## src/rtl/mvts_stream_reader.sv

```systemverilog
// Mvts coefficient stream reader: walks the Mvts memory from index 0 to P-1
// and streams each coefficient over a valid/ready interface, with
// start/busy/done control, synchronous abort and last-beat marking.
// Optional macro MVTS_RANGE_CHECK_EN enables a sticky mem_data >= Q flag.
// Ports:
//   clk_i, rst_i             clock, async active-high reset
//   start_i, abort_i         sweep request (IDLE only), synchronous abort
//   mem_index_o, mem_data_i  Mvts memory index / combinational data
//   out_data_o, out_valid_o, out_last_o, out_ready_i  coefficient stream
//   busy_o, done_o           RUN/DRAIN indicator, end-of-sweep pulse
//   range_err_o              sticky out-of-range flag (0 if macro undefined)
module mvts_stream_reader #(
    parameter int P = 101,
    parameter int Q = 4591
) (
    input  logic        clk_i,
    input  logic        rst_i,
    input  logic        start_i,
    input  logic        abort_i,
    output logic [10:0] mem_index_o,
    input  logic [12:0] mem_data_i,
    output logic [12:0] out_data_o,
    output logic        out_valid_o,
    output logic        out_last_o,
    input  logic        out_ready_i,
    output logic        busy_o,
    output logic        done_o,
    output logic        range_err_o
);

    typedef enum logic [1:0] {
        IDLE  = 2'd0,
        RUN   = 2'd1,
        DRAIN = 2'd2
    } state_t;

    localparam logic [10:0] LAST_IDX = 11'(P - 1);

    state_t      state_q;
    logic [10:0] idx_q;
    logic [12:0] out_data_q;
    logic        out_valid_q;
    logic        out_last_q;
    logic        busy_q;
    logic        done_q;

    always_ff @(posedge clk_i or posedge rst_i) begin
        if (rst_i) begin
            state_q     <= IDLE;
            idx_q       <= '0;
            out_data_q  <= '0;
            out_valid_q <= 1'b0;
            out_last_q  <= 1'b0;
            busy_q      <= 1'b0;
            done_q      <= 1'b0;
        end else begin
            done_q <= 1'b0;
            // abort beats every state transition, including a same-cycle start
            if (abort_i) begin
                state_q     <= IDLE;
                idx_q       <= '0;
                out_valid_q <= 1'b0;
                out_last_q  <= 1'b0;
                busy_q      <= 1'b0;
            end else begin
                unique case (state_q)
                    IDLE: begin
                        if (start_i) begin
                            state_q <= RUN;
                            idx_q   <= '0;
                            busy_q  <= 1'b1;
                        end
                    end
                    RUN: begin
                        // load when the output slot is empty or being drained
                        if (!out_valid_q || out_ready_i) begin
                            out_data_q  <= mem_data_i;
                            out_valid_q <= 1'b1;
                            out_last_q  <= (idx_q == LAST_IDX);
                            if (idx_q == LAST_IDX) begin
                                state_q <= DRAIN;
                            end else begin
                                idx_q <= idx_q + 11'd1;
                            end
                        end
                    end
                    DRAIN: begin
                        if (out_valid_q && out_ready_i) begin
                            out_valid_q <= 1'b0;
                            out_last_q  <= 1'b0;
                            done_q      <= 1'b1;
                            busy_q      <= 1'b0;
                            idx_q       <= '0;
                            state_q     <= IDLE;
                        end
                    end
                    default: begin
                        state_q <= IDLE;
                        busy_q  <= 1'b0;
                    end
                endcase
            end
        end
    end

`ifdef MVTS_RANGE_CHECK_EN
    logic range_err_q;
    logic load;
    logic start_ok;

    assign load     = (state_q == RUN) && !abort_i
                      && (!out_valid_q || out_ready_i);
    assign start_ok = (state_q == IDLE) && start_i && !abort_i;

    always_ff @(posedge clk_i or posedge rst_i) begin
        if (rst_i) begin
            range_err_q <= 1'b0;
        end else if (start_ok) begin
            range_err_q <= 1'b0;
        end else if (load && (32'(mem_data_i) >= 32'(Q))) begin
            range_err_q <= 1'b1;
        end
    end

    assign range_err_o = range_err_q;
`else
    assign range_err_o = 1'b0;
`endif

    assign mem_index_o = idx_q;
    assign out_data_o  = out_data_q;
    assign out_valid_o = out_valid_q;
    assign out_last_o  = out_last_q;
    assign busy_o      = busy_q;
    assign done_o      = done_q;

endmodule

```

## config.mk

```make
export PLATFORM = sky130hd
export DESIGN_NAME = mvts_stream_reader
export DESIGN_NICKNAME = d
export VERILOG_FILES = /design/src/rtl/mvts_stream_reader.sv
export SDC_FILE = /design/constraint.sdc
export NUM_CORES = 1
export LEC_CHECK = 0
export BUFFER_PORTS_ARGS = -buffer_cell sky130_fd_sc_hd__buf_4
export CAP_MARGIN = 20
export CORE_MARGIN = 2
export CORE_UTILIZATION = 30
export CTS_CLUSTER_DIAMETER = 150
export DETAILED_ROUTE_END_ITERATION = 16
export GPL_TIMING_DRIVEN = 0
export HOLD_SLACK_MARGIN = 0.03
export PLACE_DENSITY_LB_ADDON = 0.1
export SYNTH_ARGS = -nofsm -noshare
export SYNTH_HDL_FRONTEND = slang
export SYNTH_SLANG_ARGS = --single-unit
```

## constraint.sdc

```tcl
create_clock -name clk_i -period 4.2 [get_ports clk_i]
set_input_delay 0.63 -clock clk_i [delete_from_list [all_inputs] [get_ports clk_i]]
set_output_delay 0.63 -clock clk_i [all_outputs]
set_load 0.005 [all_outputs]
```

Word-level counts from Yosys, hierarchy flattened
Index checks and enable logic that the tools add are counted.
- register bits after elaboration: 30
- latch bits: 0
- memory bits (writable): 0
- memory bits (read-only): 0
- input bits: 18
- output and inout bits: 29
- logic and storage cells: 54
- memories kept: 0
- add/sub/neg operators: 1
- multiply operators: 0
- div/mod/pow operators: 0
- order comparisons: 0
- equal/unequal tests: 9
- shifts and indexed selects: 0
- multiplexer cells: 25
- bitwise gates (word level): 1
- reductions and logical operators: 11
- operator list (kind ; count):
    $mux 11 ; 5
    $pmux 11 s3 ; 1
    $ne 3x3->1 const B ; 5
    $add 11x1->11 const B ; 1
    $eq 11x7->1 const B ; 1
    $mux 1 ; 10
    $mux 2 ; 5
    $reduce_and 3->1 ; 3
    $pmux 2 s3 ; 1
    $reduce_and 5->1 ; 1
    $pmux 1 s2 ; 2
    $reduce_and 4->1 ; 1
    $reduce_bool 4->1 ; 1
    $pmux 1 s3 ; 1
    $reduce_bool 3->1 ; 1
    $eq 2x1->1 const B ; 1
    $eq 2x2->1 const B ; 1
    $logic_not 2->1 ; 1
    $ne 2x2->1 const B ; 1
    $logic_and 1x1->1 ; 1
    $logic_not 1->1 ; 1
    $logic_or 1x1->1 ; 1
    $not 1->1 ; 1

Logic depth before layout (Yosys ltp)
Gate-level depths: netlist of run 1.
- depth after elaboration: 5
- gate-level depth with buffers: 8
- mapped depth without buffers: 7

Least setup slack after synthesis of run 1
Ideal clock, no wire load.
- path kind: in2reg
- from: input port abort_i
- to: register idx_q[7] (netlist: mem_index_o[7])
- setup time: 0.110 ns
- arrival: 1.616 ns
- data required time: 4.090 ns
- setup slack: 2.473 ns
- stages on the path: 6
- buffers on the path: 1
- cell sequence: clkbuf_1 -> inv_1 -> nand2b_4 -> nor2_4 -> nand2_1 -> o41ai_1
- word-level cells in the longest chain between the ends: 2
- elaborated cells between the ends (all ways): 7
- classes of those cells: 4 x eq/ne; 1 x mux; 2 x reduce/logical
- RTL lines (element ; line ; RTL):
    from (decl) ; 19 ; input logic abort_i,
    $ne 3x3->1 (no source line) or $reduce_bool 4->1 (tied branches) ; n/a ;
    $reduce_and 5->1 (no source line) ; n/a ;
    to (signal assigned) ; 83 ; idx_q <= idx_q + 11'd1;
    to (decl) ; 40 ; logic [10:0] idx_q;
Parallel ways exist; a longest one is shown, timed or not.
A chain may end at the register's enable or synchronous reset.

Worst setup path after layout of run 1
- from: register idx_q[0] (netlist: mem_index_o[0])
- to: register idx_q[8] (netlist: mem_index_o[8])
- word-level cells in the longest chain between the ends: 5
- elaborated cells between the ends (all ways): 8
- classes of those cells: 1 x add/sub; 2 x eq/ne; 4 x mux; 1 x reduce/logical
- RTL lines (element ; line ; RTL):
    $add 11x1->11 ; 83 ;
    $mux 11 ; 80 ; if (idx_q == LAST_IDX) begin
    $mux 11 ; 76 ; if (!out_valid_q || out_ready_i) begin
    $pmux 11 s3 ; 66 ; unique case (state_q)
    $mux 11 ; 59 ; if (abort_i) begin
Parallel ways exist; a longest one is shown, timed or not. The select of a mux whose other input is x is not followed.

==> metrics.txt, run 1 <==
total standard cell area after synthesis=0.00144 mm2; number of filler instances in the final layout=490; worst min-delay path category=in -> async; first-pass GRT wire length=5.91 mm; area taken by multi-input logic gates=631 um2; Critical Path, Cell by Cell=inv_1, ha_1, nor4b_2, nand4b_2, o32ai_2, buf_6, o21ai_1, o41ai_1; number of global-route vias before repair=1,335; kind of end point of the critical path=flip-flop; Overall Global Routing Usage=14.2%; Cell Area, Placed=0.00187 mm2; total number of nets in the final design=231; Synth top area share=52.1%; clock skew=0.00413 ns; Inserted Clock Buffers=5; worst-skew pair later-pin latency=0.27 ns; area delta synth->final=37.2%; multiplexer share of the synthesized area=0%; number of buffers added to fix hold violations after cts=0; clock tree sinks=30; First-pass DRT Iterations=4; clock transition at the registers of the reported paths=0.06 ns; status=complete, no violations; data arrival time of the worst path=2.14 ns; count of buffer and inverter cells on the critical path=2; maximum clock insertion buffer count=2; count of input and output buffers=44; I/O pin total=47; worst stage delay on the critical path=0.44 ns; worst setup slack after placement=2.15 ns; number of DRC violations after detailed routing=0; die footprint=0.00538 mm2; total leakage power=0.987 nW; Synth warnings=0; worst reg2reg path endpoint=mem_index_o[8]; area fraction in and, or, nand and nor cells after synthesis=27.0%; flop-to-flop setup slack=2.22 ns; final cell area excluding filler cells=0.00198 mm2; post-synthesis register bit count=30; maximum frequency from static timing analysis=505 MHz; wire per inst=12.8 um; register area share after synthesis=52.1%; smallest hold slack=0.370 ns; pin count of the biggest net entering global routing=22; total power per unit cell area=367 mW/mm2; antenna violations before repair=0; setup repair after global routing missed its margin=no; highest-delay cell along the critical path=dfrtp_1; cell types occupying the most area after synthesis=dfrtp_1 52%, nand2_1 12%, o21ai_1 4.2%; reg-to-reg startpoint=mem_index_o[0]; Syn Nets=179; RePlAce Congestion=0.754; sum of net half-perimeters after detailed placement=2.56 mm; per-cell via count in the routed design=4.84; fraction of layout instances using a drive strength above 1=28.3%; post-synthesis share of cell area spent on xor and xnor gates=0%; maxcap violations=0; Post-Syn Area per Cell=9.07 um2; startpoint kind of the worst setup timing path=flip-flop; post-route minimum period=1.98 ns; Compound-Gate Fraction of Synth Area=14.8%; starting DRC count in detailed routing=65; Max rail drop VDD=0.193 mV; final setup violating endpoints=0; CTS H-tree lvls=2; Setup Fix Bufs, Post-CTS=0; largest area contributor in the netlist=dfrtp_1; Worst path top cell family by delay=compound AO/OA/AOI/OAI gates; row cnt=25; die height=73.3 um; synth unique cells=35; Reg area=751 um2; synthesized netlist cell count=159; post-cts resize count=0; WP data required=4.36 ns; final critical-path share of the clock period=47.1%; Pins Over Slew Limit=0; setup_tns=0 ns; width of the die=73.3 um; routed via count=1,288; depth of the worst register-to-register path=8; dominant combinational cell family by area after synthesis=simple AND/OR/NAND/NOR gates; core outline area=0.00469 mm2; Adder-Cell Fraction of Synth Area=1.74%; Hold Violations, Final=0; initial standard-cell utilization of the core=30.7%; largest fanout on the critical path=10; clock tree from TritonCTS=built; antenna violation net count after detailed routing=0; Setup WS post-layout=2.22 ns; CTS root buf=clkbuf_8; overflow left after global routing=0; class of the most critical setup path=reg -> reg; Ant. Diodes=0; overall routed net length=3.41 mm; post-route total power=0.725 mW
-- worst max path at each step --
stage | start | to | slack, ns | cells after the start
finish | mem_index_o[0] | mem_index_o[8] | 2.22 | 8
detailed placement | out_ready_i | out_data_o[8] | 2.15 | 7
global route | mem_index_o[1] | mem_index_o[9] | 2.04 | 8
global placement | out_ready_i | out_data_o[11] | 2.18 | 7
CTS | mem_index_o[0] | mem_index_o[8] | 2.19 | 8
floorplan | abort_i | mem_index_o[7] | 2.47 | 6
-- layout by cell type, fill, tap and decap left out, types with 2 or more instances in the layout --
cell	instances
a31oi_1	2
buf_4	45
clkbuf_1	5
clkbuf_8	8
dfrtp_1	30
ha_1	2
inv_1	6
nand2_1	47
nand3_1	5
nand4_1	2
nor2_1	14
nor2b_1	2
o21ai_0	3
o21ai_1	12
o31ai_1	5
o41ai_1	3
-- Yosys cell counts, drive strengths merged --
master,instances
clkbuf,5
a21oi,1
nand2,47
and2b,1
a21o,1
and4bb,1
and2,1
o211ai,1
nand4,2
nor2,15
conb,1
o31ai,5
inv,6
nor4b,1
nor2b,2
a31oi,2
o22a,1
or3,1
dfrtp,30
o41ai,3
nand3,5
a2111oi,1
nand2b,2
a211oi,1
nor3b,1
nand4b,2
o21ai,15
ha,2
o32ai,1
buf,2
-- state kept, by name, summed over array words and instances, names as in the netlist --
name	count
out_data_o	13
done_o	1
mem_index_o	11
busy_o	1
out_valid_o	1
state_q	2
out_last_o	1
-- layer usage --
metal | part of all wire (%) | track usage, % | wire length (um) | vias to the layer above
met5 | 0 | 0 | 0 | -
met4 | 0.38 | 4.44 | 13 | 0
met3 | 4.2 | 4.94 | 145 | 2
met2 | 50 | 23.2 | 1720 | 25
met1 | 45 | 17.6 | 1530 | 621
li1 | - | - | - | 640
-- kinds of logic (layout without fill, tap and decap cells) --
| group | Yosys count | count (layout) |
|---|---|---|
| AND/OR/NAND/NOR | 81 | 81 |
| AO/OA/AOI/OAI | 32 | 32 |
| flip-flops | 30 | 30 |
| buffers and inverters | 13 | 66 |
| adder cells (fa/ha/maj) | 2 | 2 |
| other | 1 | 1 |
-- metrics by stage --
| stage | cells | utilization, % |
|---|---|---|
| global route | 266 | 42.1 |
| floorplan | 159 | - |
| CTS | 266 | 42.1 |
| finish | 266 | 42.1 |
| global placement | 257 | 39.2 |
| detailed placement | 258 | 39.8 |
-- area by class of cell --
class	count	area share [%]
plain buffers	7	1.90
multi-input cells	116	31.9
repair buffers	45	18.1
inverters	6	1.14
clock buffers	8	5.57
well taps	54	3.42
flip-flops and latches	30	38.0
-- power by group --
| part | switching, mW | internal, mW |
|---|---|---|
| clock | 0.103 | 0.165 |
| sequential | 0.0187 | 0.317 |
| combinational | 0.0549 | 0.0659 |
| total | 0.177 | 0.548 |
No activity file was read; power rests on OpenSTA's default activity.
==> run 2, diff against run 1 <==
==> constraint.sdc (replaced) <==
create_clock -name clk_i -period 1.7 [get_ports clk_i]
set_input_delay 0.255 -clock clk_i [delete_from_list [all_inputs] [get_ports clk_i]]
set_output_delay 0.255 -clock clk_i [all_outputs]
set_load 0.005 [all_outputs]
==> metrics.txt, run 2 (synthesis gave the netlist of run 1 again) <==
overall routed net length=3.79 mm (was 3.41 mm); RePlAce Congestion=0.754 (unchanged); Hold Violations, Final=0 (unchanged); first-pass GRT wire length=6.29 mm (was 5.91 mm); sum of net half-perimeters after detailed placement=2.56 mm (unchanged); fraction of layout instances using a drive strength above 1=42.2% (was 28.3%); number of global-route vias before repair=1,372 (was 1,335); die height=73.3 um (unchanged); count of buffer and inverter cells on the critical path=2 (unchanged); Worst Max-Slew Pin Slew=0.505 ns; flop-to-flop setup slack=-0.03 ns (was 2.22 ns); data arrival time of the worst path=1.90 ns (was 2.14 ns); area delta synth->final=51.8% (was 37.2%); wire per inst=13.7 um (was 12.8 um); maximum frequency from static timing analysis=578 MHz (was 505 MHz); violated checks=negative setup slack; commonest non-fill, non-tap cells in the layout=55 x buf_4, 44 x nand2_1, 28 x dfrtp_1 (was 47 x nand2_1, 45 x buf_4, 30 x dfrtp_1); Crit. Startpoint=mem_index_o[0] (unchanged); clock skew=0.00551 ns (was 0.00413 ns); clock tree sinks=30 (unchanged); post-route total power=1.84 mW (was 0.725 mW); Overall Global Routing Usage=15.2% (was 14.2%); Ant. Diodes=0 (unchanged); worst stage delay on the critical path=0.38 ns (was 0.44 ns); highest-delay cell along the critical path=dfrtp_1 (unchanged); Worst path top cell family by delay=compound AO/OA/AOI/OAI gates (unchanged); CTS H-tree lvls=2 (unchanged); number of DRC violations after detailed routing=0 (unchanged); WP data required=1.87 ns (was 4.36 ns); row cnt=25 (unchanged); total power per unit cell area=842 mW/mm2 (was 367 mW/mm2); reg-to-reg startpoint=mem_index_o[0] (unchanged); final cell area excluding filler cells=0.00219 mm2 (was 0.00198 mm2); width of the die=73.3 um (unchanged); total leakage power=1.09 nW (was 0.987 nW); CTS root buf=clkbuf_8 (unchanged); final critical-path share of the clock period=102% (was 47.1%); timing endpoint of the critical path=mem_index_o[6] (was mem_index_o[8]); Max rail drop VDD=0.485 mV (was 0.193 mV); Rel. slew slack=66.2%; count of input and output buffers=44 (unchanged); maximum clock insertion buffer count=2 (unchanged); die footprint=0.00538 mm2 (unchanged); smallest hold slack=0.174 ns (was 0.370 ns); post-route minimum period=1.73 ns (was 1.98 ns); startpoint kind of the worst setup timing path=flip-flop (unchanged); depth of the worst register-to-register path=8 (unchanged); Setup WS post-layout=-0.0292 ns (was 2.22 ns); worst min-delay path category=in -> reg (was in -> async); antenna violations before repair=0 (unchanged); critical path depth=8 (unchanged); final setup violating endpoints=9 (was 0); Cell Area, Placed=0.00187 mm2 (unchanged); kind of end point of the critical path=flip-flop (unchanged); initial standard-cell utilization of the core=30.7% (unchanged); class of the most critical setup path=reg -> reg (unchanged); maxcap violations=0 (unchanged); overflow left after global routing=0 (unchanged); Inserted Clock Buffers=5 (unchanged); core outline area=0.00469 mm2 (unchanged); commonest non-fill, non-tap cell in the layout=buf_4 (was nand2_1); setup repair after global routing missed its margin=yes (was no); Largest register FFs=13 (unchanged); First-pass DRT Iterations=4 (unchanged); status=finished, violations left (was complete, no violations); largest fanout on the critical path=5 (was 10); antenna violation net count after detailed routing=0 (unchanged); I/O pin total=47 (unchanged); Pins Over Slew Limit=0 (unchanged); pin count of the biggest net entering global routing=22 (unchanged); routed via count=1,341 (was 1,288); starting DRC count in detailed routing=59 (was 65); per-cell via count in the routed design=4.84 (about the same); clock transition at the registers of the reported paths=0.07 ns (was 0.06 ns); total number of nets in the final design=242 (was 231); worst reg2reg path endpoint=mem_index_o[6] (was mem_index_o[8]); clock tree from TritonCTS=built (unchanged); Critical Path, Cell by Cell=inv_1, ha_2, nor4b_4, nand4b_4, o32ai_4, buf_6, o21ai_2, o41ai_2 (was inv_1, ha_1, nor4b_2, nand4b_2, o32ai_2, buf_6, o21ai_1, o41ai_1); number of filler instances in the final layout=465 (was 490); worst-skew pair later-pin latency=0.27 ns (about the same)
-- run 2: per-stage QoR --
step / setup WS [ns] / setup TNS, ns / util, % / std cells
detailed placement: -0.282 / -2.64 / 39.8 / 258
CTS: -0.0913 / -0.816 / 45.4 / 274
global placement: -0.238 / -2.06 / 39.2 / 257
finish: -0.0292 / -0.184 / 46.6 / 277
floorplan: 0.00592 / 0 / - / 159
global route: -0.144 / -1.51 / 46.6 / 277
-- run 2: worst min-delay path by stage --
stage                  start        endpoint  slack (ns)  depth (start not counted)
4_1_cts        mem_data_i[8]   out_data_o[8]        0.16                          3
6_report       mem_data_i[7]   out_data_o[7]        0.17                          3
3_3_place_gp   mem_data_i[9]   out_data_o[9]        0.45                          3
3_5_place_dp           rst_i  out_data_o[11]        0.30                          2
2_1_floorplan          rst_i          busy_o        0.35                          1
5_1_grt        mem_data_i[6]   out_data_o[6]        0.17                          3
-- run 2: cell type report --
| type | count | area [um2] | area share (%) |
|---|---|---|---|
| Timing Repair Buffer | 56 | 447 | 20.4 |
| Multi-Input combinational cell | 116 | 746 | 34.1 |
| Tap cell | 54 | 67.6 | 3.09 |
| Sequential cell | 30 | 753 | 34.4 |
| Inverter | 6 | 22.5 | 1.03 |
| Buffer | 7 | 42.5 | 1.94 |
| Clock buffer | 8 | 110 | 5.03 |
-- run 2: metal layers --
| metal | track usage (%) | part of all wire (%) | vias to the layer above | wire, um |
|---|---|---|---|---|
| met2 | 25.0 | 52 | 24 | 1990 |
| li1 | - | - | 664 | - |
| met4 | 3.84 | 0.34 | 0 | 13 |
| met3 | 4.94 | 4.0 | 2 | 152 |
| met5 | 0 | 0 | - | 0 |
| met1 | 19.4 | 43 | 651 | 1640 |
-- run 2: repair_timing --
action	CTS	global route
cloned	1	0
endpoints found under the setup margin	22	23
endpoints found under the hold margin	9	0
setup buffers	6	3
gates resized for setup	20	15
pin swaps	13	4
hold buffers	1	0
-- run 2: where the power goes --
group | internal, mW | total, mW | switching, mW
registers | 0.784 | 0.827 | 0.0439
clock network | 0.409 | 0.671 | 0.263
logic | 0.186 | 0.345 | 0.158
-- run 2: worst min-delay path, stage by stage --
cell,delay [ns]
buf_4,0.08
nand2_1,0.04
nand2_1,0.05
==> run 3, diff against run 2 <==
--- a/config.mk
+++ b/config.mk
@@ -8,7 +8,7 @@
 export BUFFER_PORTS_ARGS = -buffer_cell sky130_fd_sc_hd__buf_4
 export CAP_MARGIN = 20
 export CORE_MARGIN = 2
-export CORE_UTILIZATION = 30
+export CORE_UTILIZATION = 45
 export CTS_CLUSTER_DIAMETER = 150
 export DETAILED_ROUTE_END_ITERATION = 16
 export GPL_TIMING_DRIVEN = 0
==> metrics.txt, run 3 (synthesis gave the netlist of run 1 again) <==
status=finished, violations left (unchanged); violated checks=negative setup slack (unchanged); total leakage power=1.06 nW (was 1.09 nW); I/O pin total=47 (unchanged); first-pass GRT wire length=6.00 mm (was 6.29 mm); core outline area=0.00305 mm2 (was 0.00469 mm2); reg-to-reg startpoint=mem_index_o[0] (unchanged); worst reg2reg path endpoint=mem_index_o[6] (unchanged); die height=60.6 um (was 73.3 um); per-cell via count in the routed design=5.11 (was 4.84); Hold Path Origin=mem_data_i[2] (was mem_data_i[7]); commonest non-fill, non-tap cell in the layout=buf_4 (unchanged); Critical Path, Cell by Cell=inv_1, ha_2, nor4b_4, nand4b_4, o32ai_4, buf_6, o21ai_1, o41ai_2 (was inv_1, ha_2, nor4b_4, nand4b_4, o32ai_4, buf_6, o21ai_2, o41ai_2); Max rail drop VDD=0.518 mV (was 0.485 mV); row cnt=20 (was 25); depth of the worst register-to-register path=8 (unchanged); share of total power in combinational logic=21.0% (was 18.7%); commonest non-fill, non-tap cells in the layout=54 x buf_4, 45 x nand2_1, 27 x dfrtp_1 (was 55 x buf_4, 44 x nand2_1, 28 x dfrtp_1); Setup WS post-layout=-0.0488 ns (was -0.0292 ns); startpoint kind of the worst setup timing path=flip-flop (unchanged); sequential cell fraction of total power=51.2% (was 44.9%); Inserted Clock Buffers=5 (unchanged); wire per inst=13.8 um (was 13.7 um); maximum frequency from static timing analysis=572 MHz (was 578 MHz); total number of nets in the final design=240 (was 242); number of DRC violations after detailed routing=0 (unchanged); Hold Violations, Final=0 (unchanged); class of the most critical setup path=reg -> reg (unchanged); cell total after placement=248 (was 258); WP data required=1.93 ns (was 1.87 ns); antenna violation net count after detailed routing=0 (unchanged); sum of net half-perimeters after detailed placement=2.36 mm (was 2.56 mm); largest fanout on the critical path=5 (unchanged); data arrival time of the worst path=1.98 ns (was 1.90 ns); worst-skew pair later-pin latency=0.34 ns (was 0.27 ns); RePlAce Congestion=0.825 (was 0.754); routed via count=1,355 (was 1,341); Crit. Startpoint=mem_index_o[0] (unchanged); First-pass DRT Iterations=5 (was 4); Internal Power=1.16 mW (was 1.38 mW); count of input and output buffers=44 (unchanged); Ant. Diodes=0 (unchanged); worst stage delay on the critical path=0.39 ns (was 0.38 ns); Largest register FFs=13 (unchanged); die footprint=0.00367 mm2 (was 0.00538 mm2); starting DRC count in detailed routing=52 (was 59); maxcap violations=0 (unchanged); Switching Fraction=27.7% (was 25.2%); worst min-delay path category=in -> reg (unchanged); kind of end point of the critical path=flip-flop (unchanged); clock tree sinks=30 (unchanged); highest-delay cell along the critical path=dfrtp_1 (unchanged); overflow left after global routing=0 (unchanged); number of cells on the worst hold path=3 (unchanged); antenna violations before repair=0 (unchanged); maximum clock insertion buffer count=2 (unchanged); final setup violating endpoints=8 (was 9); CTS root buf=clkbuf_4 (was clkbuf_8); overall routed net length=3.67 mm (was 3.79 mm); count of non-filler cells in the finished layout=265 (was 277); flop-to-flop setup slack=-0.05 ns (was -0.03 ns); post-route minimum period=1.75 ns (was 1.73 ns); clock skew=0.0137 ns (was 0.00551 ns); Clock Power Share=27.8% (was 36.4%); initial standard-cell utilization of the core=47.2% (was 30.7%); CTS H-tree lvls=2 (unchanged); total power per unit cell area=763 mW/mm2 (was 842 mW/mm2); setup repair after global routing missed its margin=yes (unchanged); width of the die=60.6 um (was 73.3 um); area delta synth->final=46.4% (was 51.8%); final critical-path share of the clock period=103% (was 102%); worst setup slack after placement=-0.221 ns (was -0.282 ns); number of global-route vias before repair=1,331 (was 1,372); fraction of layout instances using a drive strength above 1=39.8% (was 42.2%); end point of the most critical hold path=out_data_o[2] (was out_data_o[7]); Net Switching=0.445 mW (was 0.465 mW); clock transition at the registers of the reported paths=0.10 ns (was 0.07 ns); Overall Global Routing Usage=22.2% (was 15.2%); Pins Over Slew Limit=0 (unchanged); clock tree from TritonCTS=built (unchanged); pin count of the biggest net entering global routing=24 (was 22)
==> run 3: cell count changes in the layout (fill, tap and decap cells not counted), sizes merged <==
| cell | previous run | this run |
|---|---|---|
| clkbuf | 11 | 10 |
| buf | 59 | 57 |
| clkinv | 0 | 1 |
==> run 3: how the worst max path moves through the flow <==
stage,to,slack (ns)
after floorplan,mem_index_o[8],0.006
after CTS,mem_index_o[3],-0.08
after detailed placement,mem_index_o[7],-0.22
final,mem_index_o[6],-0.05
after global routing,mem_index_o[9],-0.15
after global placement,mem_index_o[8],-0.19
==> run 3: stage by stage <==
stage          power (mW)  hold WS, ns  utilization, %  area [um2]  TNS [ns]
3_5_place_dp         1.15        0.257            60.7        1850     -1.84
5_1_grt              1.71        0.104            69.1        2110     -1.71
4_1_cts              1.61        0.102            66.3        2020    -0.643
2_1_floorplan       0.967        0.346               -        1440         0
6_report             1.61        0.109            69.1        2110    -0.224
3_3_place_gp         1.12        0.444            59.8        1830     -1.49
==> run 3: what timing repair did <==
item	4_1_cts	5_1_grt
buffers inserted	6	3
hold buffers	1	0
setup endpoints to repair	21	27
gates resized for setup	11	17
gates cloned	1	0
pin swaps	2	9
endpoints found under the hold margin	7	0
==> run 3: final cells by class <==
type,instances,area (um2)
Buffer,5,32.5
Clock buffer,7,55.1
Clock inverter,1,5.00
Fill cell,255,943
Inverter,6,22.5
Multi-Input combinational cell,116,738
Sequential cell,30,754
Tap cell,44,55.1
Timing Repair Buffer,56,447
==> run 3: metal layers <==
layer / vias to the layer above / global-route usage (%) / share of wire [%]
met1: 631 / 26.9 / 43
met3: 15 / 7.68 / 6.4
li1: 660 / - / -
met4: 0 / 6.83 / 1.8
met2: 49 / 37.3 / 49
met5: - / 0 / 0
==> run 3: critical path, delay by kind of cell (launching register included) <==
family	cells	cell delay (ns)
AND/OR/NAND/NOR	2	0.38
flip-flops	1	0.39
AO/OA/AOI/OAI	3	0.46
adder cells (fa/ha/maj)	1	0.15
buffers and inverters	2	0.25
==> run 3: power by group through the flow <==
stage	registers [mW]	logic, mW	clock network (mW)
2_1_floorplan	0.842	0.126	0
3_3_place_gp	0.837	0.288	0
3_5_place_dp	0.840	0.306	0
4_1_cts	0.825	0.328	0.458
5_1_grt	0.835	0.376	0.497
6_report	0.824	0.338	0.447
